[src/rtl/pc_sequencer.sv]
// ---------------------------------------------------------------------------
// pc_sequencer
//   Program-counter sequencer for a simple in-order core. Fetches one
//   instruction at a time (FETCH), holds it while it executes (EXEC), and
//   resolves branches, JAL and JALR into the next PC. When a byte-addressed
//   redirect target is not 4-byte aligned, it traps (TRAP) until reset.
//
// Parameters
//   PC_W      : program-counter width, 8..32
//   RESET_VEC : PC value loaded on reset
//   WORD_ADDR : 0 = byte addressing (step 4), 1 = word addressing (step 1)
//
// Ports
//   clk, rst_n            : clock (rising edge), async active-low reset
//   fetch_req/fetch_addr  : fetch request and address (= pc)
//   fetch_ack/fetch_instr : fetch completion and returned instruction
//   instr, instr_valid    : latched instruction, high while in EXEC
//   stall                 : holds EXEC
//   br_op, jalr           : branch/jump selection (jalr overrides br_op)
//   rs1_val, rs2_val, imm : compare operands, JALR base, offset
//   pc, link_addr         : current PC and pc + step
//   taken, misalign       : last EXEC redirected, sticky trap flag
// ---------------------------------------------------------------------------
module pc_sequencer #(
  parameter int              PC_W      = 32,
  parameter logic [PC_W-1:0] RESET_VEC = '0,
  parameter int              WORD_ADDR = 0
) (
  input  logic            clk,
  input  logic            rst_n,
  output logic            fetch_req,
  output logic [PC_W-1:0] fetch_addr,
  input  logic            fetch_ack,
  input  logic [31:0]     fetch_instr,
  output logic [31:0]     instr,
  output logic            instr_valid,
  input  logic            stall,
  input  logic [2:0]      br_op,
  input  logic            jalr,
  input  logic [31:0]     rs1_val,
  input  logic [31:0]     rs2_val,
  input  logic [31:0]     imm,
  output logic [PC_W-1:0] pc,
  output logic [PC_W-1:0] link_addr,
  output logic            taken,
  output logic            misalign
);

  localparam logic [PC_W-1:0] STEP = (WORD_ADDR != 0) ? PC_W'(1) : PC_W'(4);

  typedef enum logic [1:0] {
    S_FETCH = 2'd0,
    S_EXEC  = 2'd1,
    S_TRAP  = 2'd2
  } state_t;

  state_t          r_state;
  logic [PC_W-1:0] r_pc;
  logic [31:0]     r_instr;
  logic            r_taken;
  logic            r_misalign;

  state_t          w_state_next;
  logic [PC_W-1:0] w_pc_next;
  logic [31:0]     w_instr_next;
  logic            w_taken_next;
  logic            w_misalign_next;

  logic            w_cond;
  logic            w_redirect;
  logic [31:0]     w_jalr_sum;
  logic [PC_W-1:0] w_target;
  logic            w_bad_target;

  assign pc         = r_pc;
  assign fetch_addr = r_pc;
  assign link_addr  = r_pc + STEP;   // wraps naturally modulo 2^PC_W
  assign instr      = r_instr;
  assign taken      = r_taken;
  assign misalign   = r_misalign;

  // Branch condition decode
  always_comb begin
    w_cond = 1'b0;
    case (br_op)
      3'b001:  w_cond = (rs1_val == rs2_val);
      3'b010:  w_cond = (rs1_val != rs2_val);
      3'b011:  w_cond = ($signed(rs1_val) <  $signed(rs2_val));
      3'b100:  w_cond = ($signed(rs1_val) >= $signed(rs2_val));
      3'b101:  w_cond = (rs1_val <  rs2_val);
      3'b110:  w_cond = (rs1_val >= rs2_val);
      3'b111:  w_cond = 1'b1;
      default: w_cond = 1'b0;
    endcase
  end

  assign w_redirect = jalr | w_cond;
  assign w_jalr_sum = rs1_val + imm;

  // Redirect target; JALR is base-relative, everything else PC-relative.
  always_comb begin
    w_target = r_pc + imm[PC_W-1:0];
    if (jalr) begin
      w_target = w_jalr_sum[PC_W-1:0];
      if (WORD_ADDR == 0) w_target[0] = 1'b0;
    end
  end

  // Only byte-addressed redirects can land off a 4-byte boundary.
  assign w_bad_target = (WORD_ADDR == 0) && w_redirect && (w_target[1:0] != 2'b00);

  // Next-state and output logic
  always_comb begin
    w_state_next    = r_state;
    w_pc_next       = r_pc;
    w_instr_next    = r_instr;
    w_taken_next    = r_taken;
    w_misalign_next = r_misalign;
    fetch_req       = 1'b0;
    instr_valid     = 1'b0;
    case (r_state)
      S_FETCH: begin
        // Gated by rst_n so no request is visible while reset is held.
        fetch_req = rst_n;
        if (fetch_ack) begin
          w_instr_next = fetch_instr;
          w_state_next = S_EXEC;
        end
      end
      S_EXEC: begin
        instr_valid = 1'b1;
        // Stall wins over any redirect; the target is evaluated again
        // from the live operands on the cycle stall drops.
        if (!stall) begin
          if (w_bad_target) begin
            w_misalign_next = 1'b1;
            w_taken_next    = 1'b0;
            w_state_next    = S_TRAP;
          end else begin
            w_pc_next    = w_redirect ? w_target : link_addr;
            w_taken_next = w_redirect;
            w_state_next = S_FETCH;
          end
        end
      end
      S_TRAP: begin
        // Parked until reset; pc keeps the faulting instruction address.
      end
      default: begin
        w_state_next = S_FETCH;
      end
    endcase
  end

  // State register
  always_ff @(posedge clk or negedge rst_n) begin
    if (!rst_n) begin
      r_state    <= S_FETCH;
      r_pc       <= RESET_VEC;
      r_instr    <= '0;
      r_taken    <= 1'b0;
      r_misalign <= 1'b0;
    end else begin
      r_state    <= w_state_next;
      r_pc       <= w_pc_next;
      r_instr    <= w_instr_next;
      r_taken    <= w_taken_next;
      r_misalign <= w_misalign_next;
    end
  end

endmodule
[config.mk]
export PLATFORM = sky130hd
export DESIGN_NAME = pc_sequencer
export DESIGN_NICKNAME = d
export VERILOG_FILES = /design/src/rtl/pc_sequencer.sv
export SDC_FILE = /design/constraint.sdc
export NUM_CORES = 1
export LEC_CHECK = 0
export BUFFER_PORTS_ARGS = -buffer_cell sky130_fd_sc_hd__buf_2
export CORE_ASPECT_RATIO = 1.4
export CORE_MARGIN = 4
export CORE_UTILIZATION = 48
export CTS_BUF_LIST = sky130_fd_sc_hd__clkbuf_8
export DETAILED_ROUTE_END_ITERATION = 6
export PLACE_DENSITY = 0.8
export SYNTH_ARGS = -nofsm -noshare
export SYNTH_HDL_FRONTEND = slang
export SYNTH_SLANG_ARGS = --single-unit
export TNS_END_PERCENT = 5
[constraint.sdc]
create_clock -name clk -period 2.85 [get_ports clk]
set_input_delay 0.285 -clock clk [delete_from_list [all_inputs] [get_ports clk]]
set_output_delay 0.285 -clock clk [all_outputs]
set_load 0.01 [all_outputs]
==> run summary <==
Netlist cell types: 72
CP Launch Type: input pin
Area grow syn2layout: 45.2%
Vias/cell: 5.77
Clock Power Share: 9.2%
Footprint of the multi-input gates: 6160 um2
Layout cell share with drive strength beyond 1: 44.3%
RePlAce Congestion: 1.03
Yosys reg bits: 68
Relative slew slack: 37.9%
Failing checks: setup timing
RSZ-0062 raised after global routing: yes
Initial DRT Pass Iterations: 5
Tcrit/Tclk final: 105%
Iteration-0 DRC Markers: 737
Worst r2r src: fetch_addr[12]
Register area: 1700 um2
Number of nets still failing antenna checks after routing: 0
Top FF cell, synth: dfrtp_1
Pint: 5.16 mW
PortBufs: 267
NumNets Final: 1638
Final hold violation count: 0
Die width: 117 um
Cts hold-fix bufs: 0
TritonCTS clock tree: built
Fillcell total: 1254
Post-placement cell count: 1582
Synth top area cells: dfrtp_1 (21%), ha_1 (15%), xnor2_1 (5.4%)
Worst-Skew Late Latency: 0.36 ns
Max cap viols: 0
Register share of total power: 18.4%
Non-Filler Instances: 1611
CP startpoint: rs1_val[1]
# setup viols final: 23
NetSw: 4.51 mW
Sequential share of the synthesized area: 21.1%
WL/cell: 18.1 um
Mapped Cells: 972
Max FO, Critical Path: 7
Crit path arrival time: 3.27 ns
Count leader, synth: ha_1
Class of the worst hold path: input pin to flop
Commonest cells in the synthesized netlist: ha_1 (94), nand2_1 (72), a21oi_1 (69)
Clock Skew: 0.00803 ns
Post-Route WL: 29200 um
Status: complete, but fails checks
Root buf cell: clkbuf_8
Total GRT Usage: 29.6%
Post-synth ARST share: 100%
Worst Tran Pin Value: 0.932 ns
Hold wc startpoint: stall
Hold slack: 0.140 ns
Sink Count: 68
DRC: 0
Worst setup margin: -0.132 ns
DP HPWL: 23700 um
Vias in the first global route: 9510
Initial Utilization: 49.4%
Routed vias: 9289
LEAKAGE: 5.99 nW
Post-synth EDFFs: 0
Peak supply drop: 0.000322 V
Pwr dens: 827 nW/um2
GR Overflow Total: 0
Row Count: 55
Worst EP required: 3.14 ns
Clock Pin Slew Worst Setup and Hold Paths: 0.09 ns
I/O pin cnt: 268
Die ar.: 18900 um2
Max clock buf depth: 2
CTS Buf Count: 9
CTS H-Tree Depth: 3
Critical path class: input pin to flop
Cell taking the most area after synthesis: dfrtp_1
Synth Cell Area: 8050 um2
Die Y: 161 um
Sw Ratio: 46.7%
Final Max Tran Viols: 0
Largest net degree at the start of global routing: 69
Worst Setup End Kind: flop
Syn nets: 1204
Initial antenna violation count: 1
Tmin final: 2.98 ns
Core area: 16300 um2
Post-Syn Area per Cell: 8.28 um2
Fmax: 335 MHz
First-pass GRT wire length: 46300 um
YS warnings: 0
Logic pwr share: 72.4%
Share of the synthesized area in the top cell type: 21.1%
[routing by layer]
| layer | wire length (um) | up-vias | GRT usage (%) |
|---|---|---|---|
| met5 | 0 | - | 0 |
| met4 | 1440 | 0 | 15.0 |
| met3 | 2000 | 96 | 4.13 |
| met2 | 15100 | 415 | 54.8 |
| met1 | 10600 | 4375 | 32.9 |
| li1 | - | 4403 | - |
[critical path, stage by stage]
cell and delay [ns]:
buf_8 0.10, ha_4 0.22, nor2b_1 0.12, o211ai_1 0.31, a2111oi_2 0.12, or3_4 0.43
a31oi_4 0.18, mux2_4 0.34, a211oi_4 0.27, a221o_2 0.32, buf_12 0.16, buf_8 0.14
buf_4 0.12, nand2_1 0.05, o21ai_1 0.09
[layout make-up]
type                       count  share of cell area [%]
tap                          199                    2.13
inverter                      59                    1.98
sequential                    68                    14.6
timing repair buffer         487                    26.8
antenna                        1                  0.0214
clock buffer                   9                    1.06
multi-input combinational    781                    52.7
clock inverter                 7                   0.717
[power groups by stage]
stage / clock [mW] / combinational [mW] / sequential (mW)
after CTS: 0.900 / 6.84 / 1.76
after global routing: 0.933 / 7.57 / 1.83
after floorplan: 0 / 3.70 / 2.09
after global placement: 0 / 6.47 / 1.74
after detailed placement: 0 / 6.60 / 1.77
final: 0.890 / 7.00 / 1.78
[per-stage QoR]
step           TNS, ns  util [%]  power (mW)  setup WS [ns]  area, um2
2_1_floorplan    -4.01         -        5.80         -0.182       8240
3_3_place_gp    -15.04      67.6        8.21         -0.558      11000
3_5_place_dp    -17.32      67.6        8.38         -0.619      11000
4_1_cts         -0.720      70.9        9.50        -0.0758      11600
5_1_grt          -4.40      71.7        10.3         -0.228      11700
6_report         -1.33      71.7        9.67         -0.132      11700
[worst paths after layout]
path                                  end  slack, ns  cells past startpoint
min in group asynchronous       instr[16]       0.18                      2
max reg2reg                fetch_addr[28]      -0.09                     13
min reg2reg                      misalign       0.49                      1
min                            r_state[0]       0.14                      2
max in group asynchronous  fetch_addr[22]       2.07                      2
max                        fetch_addr[28]      -0.13                     15
[state kept, by name, indices dropped and copies added (netlist names)]
signal	flops
taken	1
fetch_addr	32
misalign	1
instr	32
r_state	2
[cells in the final DEF (no fill, tap or decap), types with 13 or more instances in the layout]
cell type,instances
buf_6,15
buf_4,201
a21oi_1,63
nor2_1,56
xor2_1,30
a31oi_1,13
ha_1,81
mux2_2,33
inv_1,50
a21o_1,33
mux2i_1,14
xnor2_1,45
buf_2,264
nand4_1,13
dfrtp_1,68
and3_1,18
nand2_1,66
nand3_1,30
o21ai_0,40
nor3_1,26
[kinds of logic (layout without fill, tap and decap cells)]
kind of cell / Yosys count / after routing / synth area share [%]
simple gates: 280 / 280 / 17.4
xor+xnor: 80 / 80 / 8.70
other cells: 0 / 1 / 0
compound gates: 273 / 273 / 23.1
mux: 52 / 52 / 7.15
fa+ha+maj: 96 / 96 / 15.1
flops: 68 / 68 / 21.1
buf+inv: 123 / 562 / 7.47
[what timing repair did]
item | in CTS | in global routing
gates resized for setup | 56 | 30
endpoints found under the setup margin | 39 | 44
pin swaps | 18 | 7
setup buffers | 10 | 0
gates cloned | 2 | 0
Power figures use the tool's default switching activity.
